$ cat config.mk
export PLATFORM = sky130hd
export DESIGN_NAME = dice_roll_ctrl
export DESIGN_NICKNAME = d
export VERILOG_FILES = /design/src/rtl/dice_roll_ctrl.sv
export SDC_FILE = /design/constraint.sdc
export NUM_CORES = 1
export LEC_CHECK = 0
export BUFFER_PORTS_ARGS = -buffer_cell sky130_fd_sc_hd__buf_4
export CAP_MARGIN = 20
export CORE_ASPECT_RATIO = 1.4
export CORE_MARGIN = 2
export CORE_UTILIZATION = 45
export CTS_CLUSTER_DIAMETER = 30
export CTS_CLUSTER_SIZE = 28
export DETAILED_ROUTE_END_ITERATION = 10
export PLACE_DENSITY = 0.7
export SYNTH_ARGS = -nofsm -noshare
export SYNTH_HDL_FRONTEND = slang
export SYNTH_SLANG_ARGS = --single-unit
$ cat constraint.sdc
create_clock -name clk -period 3.35 [get_ports clk]
set_input_delay 0.1675 -clock clk [delete_from_list [all_inputs] [get_ports clk]]
set_output_delay 0.1675 -clock clk [all_outputs]
set_load 0.01 [all_outputs]
$ cat src/rtl/dice_roll_ctrl.sv
// dice_roll_ctrl: roll sequencer for the dice counter.
// A roll request starts a burst of one-clk step pulses: a fast phase of
// FAST_MIN + L steps (L from a free-running LFSR), one per tick, then a
// decelerating tail of SLOW_STEPS steps spaced 2,4,8,... ticks apart,
// followed by a one-cycle done pulse that coincides with the last step.
//
// Ports:
//   clk      in   system clock (32768 Hz)
//   rst      in   asynchronous active-high reset
//   tick     in   one-clk 32 Hz prescaler pulse
//   roll_req in   debounced roll button (level, rising edge starts a roll)
//   cancel   in   synchronous abort (level)
//   step     out  registered one-clk decrement pulse to the die counter
//   busy     out  high in FAST or SLOW
//   slow     out  high in SLOW
//   done     out  high for the single DONE cycle
module dice_roll_ctrl #(
   parameter int FAST_MIN   = 24,
   parameter int SLOW_STEPS = 4
) (
   input  logic clk,
   input  logic rst,
   input  logic tick,
   input  logic roll_req,
   input  logic cancel,
   output logic step,
   output logic busy,
   output logic slow,
   output logic done
);

   typedef enum logic [1:0] {IDLE, FAST, SLOW, DONE} state_t;

   state_t      state, state_nx;
   logic        roll_q;
   logic [7:0]  lfsr;
   logic [5:0]  fast_n;
   logic [5:0]  fast_cnt;
   logic [6:0]  ivl;
   logic [2:0]  k;
   logic        start, fast_last, slow_hit, slow_last;

   // start needs a fresh rising edge and is held off while cancel is high
   assign start     = roll_req & ~roll_q & ~cancel;
   assign fast_last = (fast_cnt + 6'd1) == fast_n;
   // slow step k fires when the interval reaches 2^(k+1) ticks (max 64)
   assign slow_hit  = (ivl + 7'd1) == (7'd2 << k);
   assign slow_last = slow_hit && (k == 3'(SLOW_STEPS - 1));

   // state register
   always_ff @(posedge clk or posedge rst) begin
      if (rst) state <= IDLE;
      else     state <= state_nx;
   end

   // next-state logic; cancel outranks tick and a completing step
   always_comb begin
      state_nx = state;
      case (state)
         IDLE: if (start) state_nx = FAST;
         FAST: begin
            if (cancel)                  state_nx = IDLE;
            else if (tick && fast_last)  state_nx = SLOW;
         end
         SLOW: begin
            if (cancel)                  state_nx = IDLE;
            else if (tick && slow_last)  state_nx = DONE;
         end
         DONE: state_nx = IDLE;
         default: state_nx = IDLE;
      endcase
   end

   // state-decoded outputs
   always_comb begin
      busy = 1'b0;
      slow = 1'b0;
      done = 1'b0;
      case (state)
         FAST: busy = 1'b1;
         SLOW: begin busy = 1'b1; slow = 1'b1; end
         DONE: done = 1'b1;
         default: ;
      endcase
   end

   // datapath: LFSR, edge detector, counters and the registered step
   always_ff @(posedge clk or posedge rst) begin
      if (rst) begin
         lfsr     <= 8'h01;
         roll_q   <= 1'b0;
         step     <= 1'b0;
         fast_n   <= '0;
         fast_cnt <= '0;
         ivl      <= '0;
         k        <= '0;
      end else begin
         lfsr   <= {lfsr[6:0], lfsr[7] ^ lfsr[5] ^ lfsr[4] ^ lfsr[3]};
         roll_q <= roll_req;
         step   <= 1'b0;
         case (state)
            IDLE: begin
               if (start) begin
                  fast_n   <= 6'(FAST_MIN) + {1'b0, lfsr[4:0]};
                  fast_cnt <= '0;
                  ivl      <= '0;
                  k        <= '0;
               end
            end
            FAST: begin
               if (cancel) begin
                  fast_cnt <= '0;
                  fast_n   <= '0;
                  ivl      <= '0;
                  k        <= '0;
               end else if (tick) begin
                  step     <= 1'b1;
                  fast_cnt <= fast_cnt + 6'd1;
                  if (fast_last) begin
                     ivl <= '0;
                     k   <= '0;
                  end
               end
            end
            SLOW: begin
               if (cancel) begin
                  fast_cnt <= '0;
                  fast_n   <= '0;
                  ivl      <= '0;
                  k        <= '0;
               end else if (tick) begin
                  if (slow_hit) begin
                     step <= 1'b1;
                     ivl  <= '0;
                     k    <= k + 3'd1;
                  end else begin
                     ivl <= ivl + 7'd1;
                  end
               end
            end
            default: begin
               fast_cnt <= '0;
               fast_n   <= '0;
               ivl      <= '0;
               k        <= '0;
            end
         endcase
      end
   end

endmodule

# Yosys cells after proc, flatten, opt, wreduce, memory -nomap -nowiden
# Cells that the tools add are included.
[classes] add_sub_neg=4 eq_ne=15 shift=1 n_mux=38 bitwise_logic=7 reduce_logical=10
[ops] cell="two-way mux 7 bit" n=7
[ops] cell="two-way mux 6 bit" n=5
[ops] cell="two-way mux 3 bit" n=7
[ops] cell="case mux 7 bit (3 select lines)" n=1
[ops] cell="inequality test 3 bit, second input constant" n=6
[ops] cell="case mux 6 bit (3 select lines)" n=1
[ops] cell="case mux 6 bit (2 select lines)" n=1
[ops] cell="two-way mux 2 bit" n=5
[ops] cell="case mux 3 bit (3 select lines)" n=1
[ops] cell="two-way mux 1 bit" n=8
[ops] cell="case mux 2 bit (4 select lines)" n=1
[ops] cell="adder 7 x 1 -> 7 bit, second input constant" n=1
[ops] cell="== test 7 bit" n=1
[ops] cell="left shift 2 x 3 -> 7 bit, first input constant" n=1
[ops] cell="adder 5 x 5 -> 6 bit, first input constant" n=1
[ops] cell="adder 6 x 1 -> 6 bit, second input constant" n=1
[ops] cell="== test 6 bit" n=1
[ops] cell="AND reduction 3 bit" n=2
[ops] cell="AND reduction 5 bit" n=1
[ops] cell="== test 2 bit, second input constant" n=2
[ops] cell="inequality test 2 bit, second input constant" n=2
[ops] cell="AND reduction 4 bit" n=1
[ops] cell="adder 3 x 1 -> 3 bit, second input constant" n=1
[ops] cell="== test 3 x 2 -> 1 bit, second input constant" n=1
[ops] cell="10 further kinds" n=16
[totals] reg_bits=34 input_bits=5 output_inout_bits=4 word_cells=83

# Logic depth before layout (Yosys ltp)
[logic_depth] word_depth=7 mapped_depth=10 depth_no_buf=8

# Least setup slack after synthesis
# No wires, ideal clock.
[synth_timing] path_kind="reg-to-reg" startpoint="reg k[0]" endpoint="reg k[0]" setup_time_ns=0.125 arrival_time_ns=2.379 t_required_ns=3.225 setup_slack_ns=0.846 path_stages_with_launch=9 path_buffers=0 synth_period_minus_slack_ns=2.504 path_cell_list="dfrtp_1 > inv_1 > ha_1 > and3b_1 > a311o_1 > a2111oi_4 > a21oi_2 > or3_4 > mux2_4"
[synth_between] elab_chain_len=5 elab_cells_between_ends=9 classes_between="add/sub (1); eq/ne (2); shift (1); mux (4); reduce/logical (1)"
[synth_lines] element="from (decl)" line_no="40" rtl="logic [2:0] k;"
[synth_lines] element="from (signal assigned)" line_no="135" rtl="k <= k + 3'd1;"
[synth_lines] element="adder 3 x 1 -> 3 bit" line_no="135"
[synth_lines] element="two-way mux 3 bit" line_no="132" rtl="if (slow_hit) begin"
[synth_lines] element="two-way mux 3 bit" line_no="131" rtl="end else if (tick) begin"
[synth_lines] element="two-way mux 3 bit" line_no="126" rtl="if (cancel) begin"
[synth_lines] element="case mux 3 bit (3 select lines)" line_no="101" rtl="case (state)"
# Several ways; a longest one is shown, not always the timed one. The select of a mux whose other input is x is not followed.
# A chain may end at the register's enable or synchronous reset.

# Worst setup path in the final report
# Ends and elaborated chain as after synthesis.

==> flow_summary.toml <==
[drt]
dr.pass1.iters = 4
ant_nets = 0
vias = 1469
postRouteWirelength_mm = 3.93
initialDrtViolationCount = 57
wl_per_cell_microns = 14.3
drcViolationCount = 0
via_per_inst = 5.36

[synthesis]
syn_inst = 202
yosysTopAreaCell = "dfrtp_1"
ys_seq_area_share_pct = 42.4
synth_seq_cells = 34
synth_top_area_share_pct = 41.1
ys_top_cells_by_area = "dfrtp_1 (41%), ha_1 (7.5%), xnor2_1 (4.8%)"
async_flop_share_pct = 100
synth-main-ff-cell = "dfrtp_1"
syn_nets = 219
syn_area_sq_um = 2010
ys_warn_count = 0
yosysUniqueCellTypes = 54
synth_edf_count = 0
avgSynthCellArea_sq_um = 9.95

[setup_path]
crit_type = "register to register"
worst-endpoint-required_ns = 3.52
critPathArrivalTime_ns = 2.84
worstSetupEndpointType = "register"
rr_worst_depth = 8
startpoint_type = "register"
critPathMaxFanout = 7

[sta]
fin_crit_sh_pct = 79.5
max_freq_ghz = 0.375
skew_ns = 0.00828
min_period_ns = 2.66
timing.final.ws_setup_ns = 0.686
setup_viol = 0
hold_viol_final = 0
relSlewSlack_pct = 67.8
rsz0062_at_grt = "false"
drv_slew = 0
tns_ns = 0
worst_hold_slack_ns = 0.187
worst_pin_slew_ns = 0.482

[power_and_ir_drop]
power.density_nw_per_um2 = 570
p_leak_nw = 1.07
peakVddDrop_uv = 254

[final_layout]
nNetsFinal = 230
post-route-cell-area_sq_um = 2280
regArea_sq_um = 852
filler_cell_count = 395
final_common_cell = "dfrtp_1"
antenna_cells = 0
final_cell_mix = "dfrtp_1 (33), nand2_1 (20), o21ai_0 (14)"
multi_input_area_sq_um = 1070
drive_above_1_share_pct = 15.9
syn_to_final_growth_pct = 13.5

[clock_network]
cts_tree = "done"
root_buffer = "clkbuf_8"
cts_sinks = 34
clock_latency_ns = 0.29
post_cts_buffers = 0
htreeDepth = 2
cts_made_buffers = 5
clockBufferDepth = 2
clk_pin_slew_ns = 0.07

[place]
place_hpwl_mm = 2.80
port_buffers = 8
place_ws_ns = 0.699
dpl_cell_area_sq_um = 2120
gp_congestion = 0.796

[run]
drv_cap = 0

[floorplanning]
num_io_pins = 9
die_height_microns = 83.1
initial_core_util_pct = 47.0
die-area_sq_um = 5020
die-width_microns = 60.5
coreArea_sq_um = 4270
rows = 28

[min_path]
hold_class = "input pin to register"
worstHoldPathCells = 2

[global_route]
grt_pass1_vias = 1422
grt_overflow = 0
grt_max_degree = 35
track_usage_pct = 17.1
grt_antenna_before_repair = 0
grt_pass1_wl_mm = 6.57

[status]
status = "completed"
-- layout make-up --
type | count | area share, %
sequential | 34 | 37.4
tap | 60 | 3.29
multi-input combinational | 148 | 47.0
clock inverter | 3 | 3.02
clock buffer | 5 | 3.02
timing repair buffer | 13 | 4.50
inverter | 11 | 1.81
-- sequential cells by signal, summed over array words and instances, names as in the netlist --
register	cells
fast_cnt	6
lfsr	8
state	2
ivl	7
fast_n	6
step	1
k	3
roll_q	1
-- layer usage --
metal	global-route usage, %	vias to the layer above	share of wire (%)
met4	6.32	0	2.0
li1	-	735	-
met5	0	-	0
met3	3.58	9	2.6
met2	28.0	19	53
met1	21.6	706	43
-- through the flow --
step,std cells,total power [mW],util (%)
floorplan,202,0.758,-
global placement,264,0.845,49.7
detailed placement,264,0.852,49.7
CTS,274,1.32,53.4
global route,274,1.38,53.4
finish,274,1.30,53.4
-- worst max-delay path, cell delays in order, from the launching register on --
cell and delay (ns):
dfrtp_1 0.41, inv_1 0.08, ha_1 0.22, and3b_1 0.20
a311o_1 0.31, a2111oi_4 0.42, a21oi_2 0.17, or3_4 0.43
mux2_4 0.30
-- cell usage after synthesis (2+ instances only) --
master	number
and3_1	3
a21o_1	3
a32o_1	2
o41ai_1	2
a211o_2	2
nor3_1	5
nor2b_1	4
dfrtp_1	33
a41oi_1	2
o21ai_0	14
xor2_1	4
or2_2	3
a31oi_1	3
nand3_1	6
ha_1	12
a21oi_1	3
nor2_1	9
a21boi_0	2
xnor2_1	11
inv_1	11
a22o_1	4
nand2b_1	8
a22o_2	2
clkbuf_1	5
nand2_1	20
-- worst paths after layout --
path                           end  slack [ns]     from
max                           k[0]        0.69     k[0]
min                           step        0.19     tick
max reg2reg                   k[0]        0.69     k[0]
min reg2reg                lfsr[7]        0.36  lfsr[6]
max in group asynchronous  lfsr[0]        2.48      rst
min in group asynchronous     step        0.54      rst
-- where the power goes --
group	switching (mW)	internal [mW]
registers	0.0320	0.442
logic	0.215	0.158
clock network	0.155	0.298
-- cell families (layout without fill, tap and decap cells) --
kind of cell	after synthesis	in the layout	synth area share [%]
AOI/OAI and AO/OA	52	52	20.1
xor gates and xnor gates	16	16	7.66
adders and majority gates	12	12	7.47
buffers and inverters	20	32	4.23
DFF	34	34	42.4
muxes	1	1	0.747
and+or+nand+nor	67	67	17.4
-- what timing repair did --
action,4_1_cts,5_1_grt
endpoints found under the setup margin,0,0
endpoints found under the hold margin,34,0
hold buffers,2,0
resized for setup,0,0
(Power assumes the default switching activity.)
